File: src/rtl/gold_coin_controller.sv
// Gold coin life-cycle controller: respawn wait, visible lifetime, collect pulse,
// pseudo-random spawn slot and combinational rectangle/offset for the bitmap stage.
module gold_coin_controller #(
   parameter int OBJECT_WIDTH_X  = 32,
   parameter int OBJECT_HEIGHT_Y = 32,
   parameter int X_ORIGIN        = 64,
   parameter int X_STEP          = 64,
   parameter int Y_ORIGIN        = 48,
   parameter int Y_STEP          = 48,
   parameter int RESPAWN_FRAMES  = 4,
   parameter int LIFETIME_FRAMES = 250
) (
   input  logic        clk,
   input  logic        resetN,
   input  logic [10:0] pixelX,
   input  logic [10:0] pixelY,
   input  logic        startOfFrame,
   input  logic        collision,
   output logic [10:0] offsetX,
   output logic [10:0] offsetY,
   output logic        InsideRectangle,
   output logic        gold_ena,
   output logic [10:0] topLeftX,
   output logic [10:0] topLeftY,
   output logic        goldCollected
);

   typedef enum logic [1:0] {
      S_WAIT,
      S_VISIBLE,
      S_COLLECTED
   } state_t;

   localparam logic [7:0]  RESPAWN_LAST  = 8'(RESPAWN_FRAMES - 1);
   localparam logic [7:0]  LIFETIME_LAST = 8'(LIFETIME_FRAMES - 1);
   localparam logic [10:0] X_ORG         = 11'(X_ORIGIN);
   localparam logic [10:0] Y_ORG         = 11'(Y_ORIGIN);

   state_t      r_state;
   state_t      w_state_nxt;
   logic [7:0]  r_cnt;
   logic [7:0]  w_cnt_nxt;
   logic [7:0]  r_lfsr;
   logic        r_coll;
   logic [10:0] r_top_x;
   logic [10:0] r_top_y;
   logic [10:0] w_top_x_nxt;
   logic [10:0] w_top_y_nxt;
   logic [10:0] w_spawn_x;
   logic [10:0] w_spawn_y;
   logic        w_hit;
   logic        w_lfsr_fb;
   logic [10:0] w_right_x;
   logic [10:0] w_bottom_y;
   logic        w_inside;

   // The latch remembers a mid-frame overlap; the live input covers an overlap
   // that coincides with the frame pulse itself.
   assign w_hit     = r_coll | collision;
   assign w_lfsr_fb = r_lfsr[7] ^ r_lfsr[5] ^ r_lfsr[4] ^ r_lfsr[3];
   assign w_spawn_x = X_ORG + 11'(r_lfsr[2:0]) * 11'(X_STEP);
   assign w_spawn_y = Y_ORG + 11'(r_lfsr[5:3]) * 11'(Y_STEP);

   always_ff @(posedge clk or negedge resetN) begin
      if (!resetN) begin
         r_lfsr <= 8'hA5;
         r_coll <= 1'b0;
      end else begin
         if (startOfFrame) begin
            r_lfsr <= {r_lfsr[6:0], w_lfsr_fb};
            r_coll <= 1'b0;
         end else if (collision) begin
            r_coll <= 1'b1;
         end
      end
   end

   always_ff @(posedge clk or negedge resetN) begin
      if (!resetN) begin
         r_state <= S_WAIT;
         r_cnt   <= '0;
         r_top_x <= X_ORG;
         r_top_y <= Y_ORG;
      end else begin
         r_state <= w_state_nxt;
         r_cnt   <= w_cnt_nxt;
         r_top_x <= w_top_x_nxt;
         r_top_y <= w_top_y_nxt;
      end
   end

   always_comb begin
      w_state_nxt = r_state;
      w_cnt_nxt   = r_cnt;
      w_top_x_nxt = r_top_x;
      w_top_y_nxt = r_top_y;
      case (r_state)
         S_WAIT: begin
            if (startOfFrame) begin
               if (r_cnt == RESPAWN_LAST) begin
                  w_state_nxt = S_VISIBLE;
                  w_cnt_nxt   = '0;
                  w_top_x_nxt = w_spawn_x;
                  w_top_y_nxt = w_spawn_y;
               end else begin
                  w_cnt_nxt = r_cnt + 8'd1;
               end
            end
         end
         S_VISIBLE: begin
            if (startOfFrame) begin
               if (w_hit) begin
                  w_state_nxt = S_COLLECTED;
               end else if (r_cnt == LIFETIME_LAST) begin
                  w_state_nxt = S_WAIT;
                  w_cnt_nxt   = '0;
               end else begin
                  w_cnt_nxt = r_cnt + 8'd1;
               end
            end
         end
         S_COLLECTED: begin
            w_state_nxt = S_WAIT;
            w_cnt_nxt   = '0;
         end
         default: begin
            w_state_nxt = S_WAIT;
            w_cnt_nxt   = '0;
         end
      endcase
   end

   assign gold_ena      = (r_state != S_VISIBLE);
   assign goldCollected = (r_state == S_COLLECTED);
   assign topLeftX      = r_top_x;
   assign topLeftY      = r_top_y;

   assign w_right_x  = r_top_x + 11'(OBJECT_WIDTH_X);
   assign w_bottom_y = r_top_y + 11'(OBJECT_HEIGHT_Y);
   assign w_inside   = (pixelX >= r_top_x) && (pixelX < w_right_x) &&
                       (pixelY >= r_top_y) && (pixelY < w_bottom_y);

   assign InsideRectangle = w_inside;
   assign offsetX         = w_inside ? (pixelX - r_top_x) : '0;
   assign offsetY         = w_inside ? (pixelY - r_top_y) : '0;

endmodule

File: config.mk
export PLATFORM = sky130hd
export DESIGN_NAME = gold_coin_controller
export DESIGN_NICKNAME = d
export VERILOG_FILES = /design/src/rtl/gold_coin_controller.sv
export SDC_FILE = /design/constraint.sdc
export NUM_CORES = 1
export LEC_CHECK = 0
export CORE_AREA = 2 2 76 78
export DETAILED_ROUTE_END_ITERATION = 10
export DIE_AREA = 0 0 78 80
export PLACE_DENSITY = 0.76
export SYNTH_ARGS = -nofsm -noshare
export SYNTH_HDL_FRONTEND = slang
export SYNTH_SLANG_ARGS = --single-unit
export TNS_END_PERCENT = 1
File: constraint.sdc
create_clock -name clk -period 3.41 [get_ports clk]
set_input_delay 0.8525 -clock clk [delete_from_list [all_inputs] [get_ports clk]]
set_output_delay 0.8525 -clock clk [all_outputs]
set_load 0.005 [all_outputs]
; Yosys cells after proc, flatten, opt, wreduce, memory -nomap -nowiden
; Cells that the tools add are included.
[totals]
ff_bits = 41
in_bits = 26
wordCells = 56
[op_classes]
add_sub_neg = 7
mul = 1
order_cmp = 4
n_eq_ne = 10
mux = 16
bitwise_logic = 4
reduce_logical = 8
[op_table]
columns = operator, count
row1 = two-way mux 8 bit, 5
row2 = "adder 11 x 6 -> 11 bit, second input constant", 2
row3 = >= comparator 11 bit, 2
row4 = < comparator 11 bit, 2
row5 = two-way mux 11 bit, 2
row6 = subtractor 11 bit, 2
row7 = case mux 8 bit (2 select lines), 1
row8 = "adder 6 x 9 -> 10 bit, first input constant", 1
row9 = "adder 7 x 9 -> 10 bit, first input constant", 1
row10 = two-way mux 2 bit, 5
row11 = "adder 8 x 1 -> 8 bit, second input constant", 1
row12 = "equality test 8 x 2 -> 1 bit, second input constant", 1
row13 = "equality test 8 bit, second input constant", 1
row14 = "inequality test 2 bit, second input constant", 4
row15 = AND reduction 3 bit, 2
row16 = "multiplier 3 x 2 -> 5 bit, second input constant", 1
row17 = case mux 2 bit (2 select lines), 1
row18 = AND reduction 4 bit, 1
row19 = logical AND 1 bit, 3
row20 = "inequality test 3 bit, second input constant", 1
row21 = XOR 1 bit, 3
row22 = "equality test 2 x 1 -> 1 bit, second input constant", 1
row23 = "equality test 2 bit, second input constant", 1
row24 = logical NOT 2 bit, 1
row25 = other kinds (4), 5

; Logic depth before layout (Yosys ltp)
[logic_depth]
ltp_word = 6
depth_mapped = 11

; Worst setup path after synthesis
; Ideal clock, no wire load.
[synth_timing]
kind = input to output
from = input port pixelX[6]
to = output port offsetY[10]
arrival_time_ns = 2.482
path_slack_ns = 0.075
cell_stages = 7
n_path_buf = 0
path_cell_list = inv_1 > ha_1 > or4b_1 > o41ai_2 > o2111a_1 > o41ai_2 > a2111oi_2
[synth_between]
elab_chain_len = 5
[synth_rtl]
columns = item, line_no
row1 = from (decl), 15  ; input logic [10:0] pixelX,
row2 = >= comparator 11 bit / < comparator 11 bit (equally long branches), 140  ; assign w_inside = (pixelX >= r_top_x) && (pixelX < w_right_x) &&
row3 = logical AND 1 bit * (2 in a row), 140
row4 = logical AND 1 bit *, 141  ; (pixelY >= r_top_y) && (pixelY < w_bottom_y);
row5 = two-way mux 11 bit *, 145  ; assign offsetY = w_inside ? (pixelY - r_top_y) : '0;
row6 = to (decl), 20  ; output logic [10:0] offsetY,
; Every way passes the cells marked *; elsewhere a longest branch is shown, timed or not.

; Worst setup path in the final report
[layout_timing]
from = register r_top_y[5] (netlist: topLeftY[5])
to = output port offsetY[8]
[layout_between]
elab_chain_len = 4
[layout_rtl]
columns = item, line_no
row1 = from (decl), 46  ; logic [10:0] r_top_y;
row2 = from (signal assigned), 88  ; r_top_y <= w_top_y_nxt;
row3 = adder 11 x 6 -> 11 bit / >= comparator 11 bit (equally long branches), "139, 141"
row4 = < comparator 11 bit / logical AND 1 bit (equally long branches), "141, 140"
row5 = logical AND 1 bit, 141
row6 = two-way mux 11 bit *, 145
; Marked as above.

==> impl_results.md <==
- Status: finished with violations
- Failing checks: setup timing
- Final worst setup slack: -0.3785 ns
- # nets final: 426
- CP max FO: 5
- Max_cap viols: 0
- Core area: 5405 um^2
- Worst r2r path cells: 4
- Critical path type: register to primary output
- Setup violators final: 23
- Initial Util: 0.4387
- Global Route Usage Sum: 0.2002
- Synth area leaders: dfrtp_1, ha_1, dfstp_2
- Leak: 1.676 nW
- Worst-path clk slew: 0.06 ns
- Clock Path Buffers: 2
- Largest net degree at the start of global routing: 30
- Vias per cell: 5.117
- DP Worst Slack: -1.050 ns
- Worst Max-Slew Pin Slew: 0.8108 ns
- Die span in y: 80 um
- Filler Cell Count: 410
- Switching power share of the total: 0.3554
- P_sw: 0.4561 mW
- Vias in the first global route: 2222
- Number of flops mapped to enable cells by yosys: 0
- Synthesized flop and latch total: 29
- Total wire length: 6.396 mm
- Synth warnings: 0
- Die X: 78 um
- Diode count: 0
- Final Slew Violations: 0
- Share of the synthesized area in the top cell type: 0.2322
- CTS buffer count: 5
- Worst R2R End: topLeftY[9]$_DFFE_PN0P_
- Core Rows: 27
- Area leader, netlist: dfrtp_1
- CP arrival: 2.94 ns
- Unrepaired setup endpoints after global routing: true
- Register area share after synthesis: 0.3098
- Routability congestion estimate: 0.8457
- Worst setup EP type: primary output
- Hold Path Origin: topLeftY[4]$_DFFE_PN1P_
- TritonRoute pass-1 iters: 4
- Initial antenna violation count: 0
- TritonCTS clock tree: done
- Commonest register cell after synthesis: dfrtp_1
- DIE AREA: 6240 um^2
- Pint: 0.8273 mW
- Post-synth ARST share: 1.000
- Layout area overhead: 52.66%
- Hold buffer count at cts: 0
- Library cells used by synthesis: 52
- Area occupied by registers: 734.5 um^2
- DRC: 0
- Cells after Synth: 265
- Mapped Area: 2371 um^2
- Post-DP HPWL: 4.467 mm
- I/O pin total: 73
- IO Port Bufs: 60
- Combinational power share: 0.370
- Fin util: 0.6697
- DRT iter0 DRCs: 50
- Hold Path End: topLeftY[4]$_DFFE_PN1P_
- Leading cell type in the layout, fill and taps excluded: buf_4
- Clock share of power: 0.210
- # clock sinks: 29
- Grt total ovfl: 0
- Hold Path Stages: 2
- Worst R2R Setup Slack: 1.53 ns
- First-pass GRT wire length: 9.922 mm
- Worst Skew: 0.004637 ns
- Share of cells above drive strength 1: 0.3592
- Max Freq: 264.0 MHz
- Relative slew slack: 0.4595
- Worst EP required: 2.56 ns
- Hold Worst Slack: 0.4977 ns
- H-tree depth: 2
- Hold Fails Final Rpt: 0
- Period utilisation layout: 1.111
- Syn avg cell area: 8.947 um^2
- Antenna Nets Post-Route: 0
- Clock root buffer: clkbuf_8
- Worst r2r src: r_cnt[0]$_DFFE_PN0P_
- Sequential share of power: 0.420
- Worst skew pair latency: 0.29 ns
- Power Dens Cells: 354.6 nW/um^2
- Crit start category: register
- Tmin final: 3.789 ns
- Commonest cells after routing, fill and taps aside: buf_4, dfrtp_1, inv_1, nand2_1, clkdlybuf4s50_1
- Multi-input gate area in the final layout: 1705 um^2
- PnR Total Power: 1.283 mW
- Max VDD drop: 0.3282 mV
- Avg WL per Cell: 14.37 um
- Vias: 2277
- Hold Crit Class: register to register
[registers in the layout (all words and copies together), names as in the netlist]
signal    cells
r_cnt         8
r_coll        1
r_lfsr        8
r_state       2
topLeftX      4
topLeftY      6
[logic make-up (layout without fill, tap and decap cells)]
family                   Yosys count  count (layout)  synth area share
AO/OA/AOI/OAI                     52              52            0.1557
XOR/XNOR                          13              13           0.04802
adder cells (fa/ha/maj)           28              28            0.1573
buffers and inverters             43             140           0.09182
flip-flops                        29              29            0.3098
multiplexers                       7               7           0.03272
other                              1              12          0.001582
AND/OR/NAND/NOR                   92              92            0.2032
[per-layer routing]
| layer | vias up | share of wire | track usage |
|---|---|---|---|
| li1 | 1114 | - | - |
| met1 | 1072 | 0.41 | 0.2315 |
| met2 | 84 | 0.51 | 0.3603 |
| met3 | 7 | 0.067 | 0.04864 |
| met4 | 0 | 0.013 | 0.07018 |
| met5 | - | 0 | 0 |
[worst max-delay path by stage]
stage                             end                    start
final                      offsetY[8]  topLeftY[5]$_DFFE_PN1P_
after global placement    offsetY[10]                pixelX[6]
after CTS                  offsetY[8]                pixelX[6]
after global routing       offsetY[8]  topLeftY[5]$_DFFE_PN1P_
after detailed placement  offsetY[10]                pixelX[6]
after floorplan           offsetY[10]                pixelX[6]
[power by group through the flow]
stage	Combinational [mW]	Clock, mW	Sequential, mW
floorplan	0.334	0	0.518
global placement	0.432	0	0.538
detailed placement	0.450	0	0.542
CTS	0.468	0.277	0.537
global route	0.542	0.289	0.553
finish	0.475	0.269	0.539
[final cells by class]
class	instances	share of cell area
inverter	24	0.02558
timing repair inverter	1	0.001383
sequential	29	0.2029
clock buffer	8	0.02212
tap	72	0.02489
multi-input combinational	204	0.4711
timing repair buffer	107	0.2520
[per-stage QoR]
stage,TNS (ns),instance area [um^2],instances
finish,-6.190,3620,445
global route,-9.470,3620,445
CTS,-5.701,3470,445
detailed placement,-22.33,3238,424
global placement,-20.59,3238,424
floorplan,0,2412,276
[what timing repair did]
item	4_1_cts	5_1_grt
resized for setup	137	34
pin swaps	29	14
gates cloned	1	0
buffers inserted	12	0
setup endpoints to repair	23	23
[synth_stat cells, types with 9 or more instances]
| master | count |
|---|---|
| nor2_1 | 19 |
| dfrtp_1 | 22 |
| inv_1 | 24 |
| buf_4 | 13 |
| o21ai_0 | 14 |
| ha_1 | 25 |
| and2_1 | 9 |
| a21oi_1 | 11 |
| nand2_1 | 22 |
[worst max-delay path: stages, from the launching register on]
cell	delay, ns
dfstp_2	0.59
inv_2	0.07
nor3_4	0.22
nand3_2	0.13
ha_4	0.25
a222oi_1	0.27
and3_1	0.21
o2111a_1	0.23
o41ai_4	0.12
buf_4	0.18
buf_6	0.12
a211oi_2	0.12
buf_2	0.14
No activity file was read; power rests on OpenSTA's default activity.
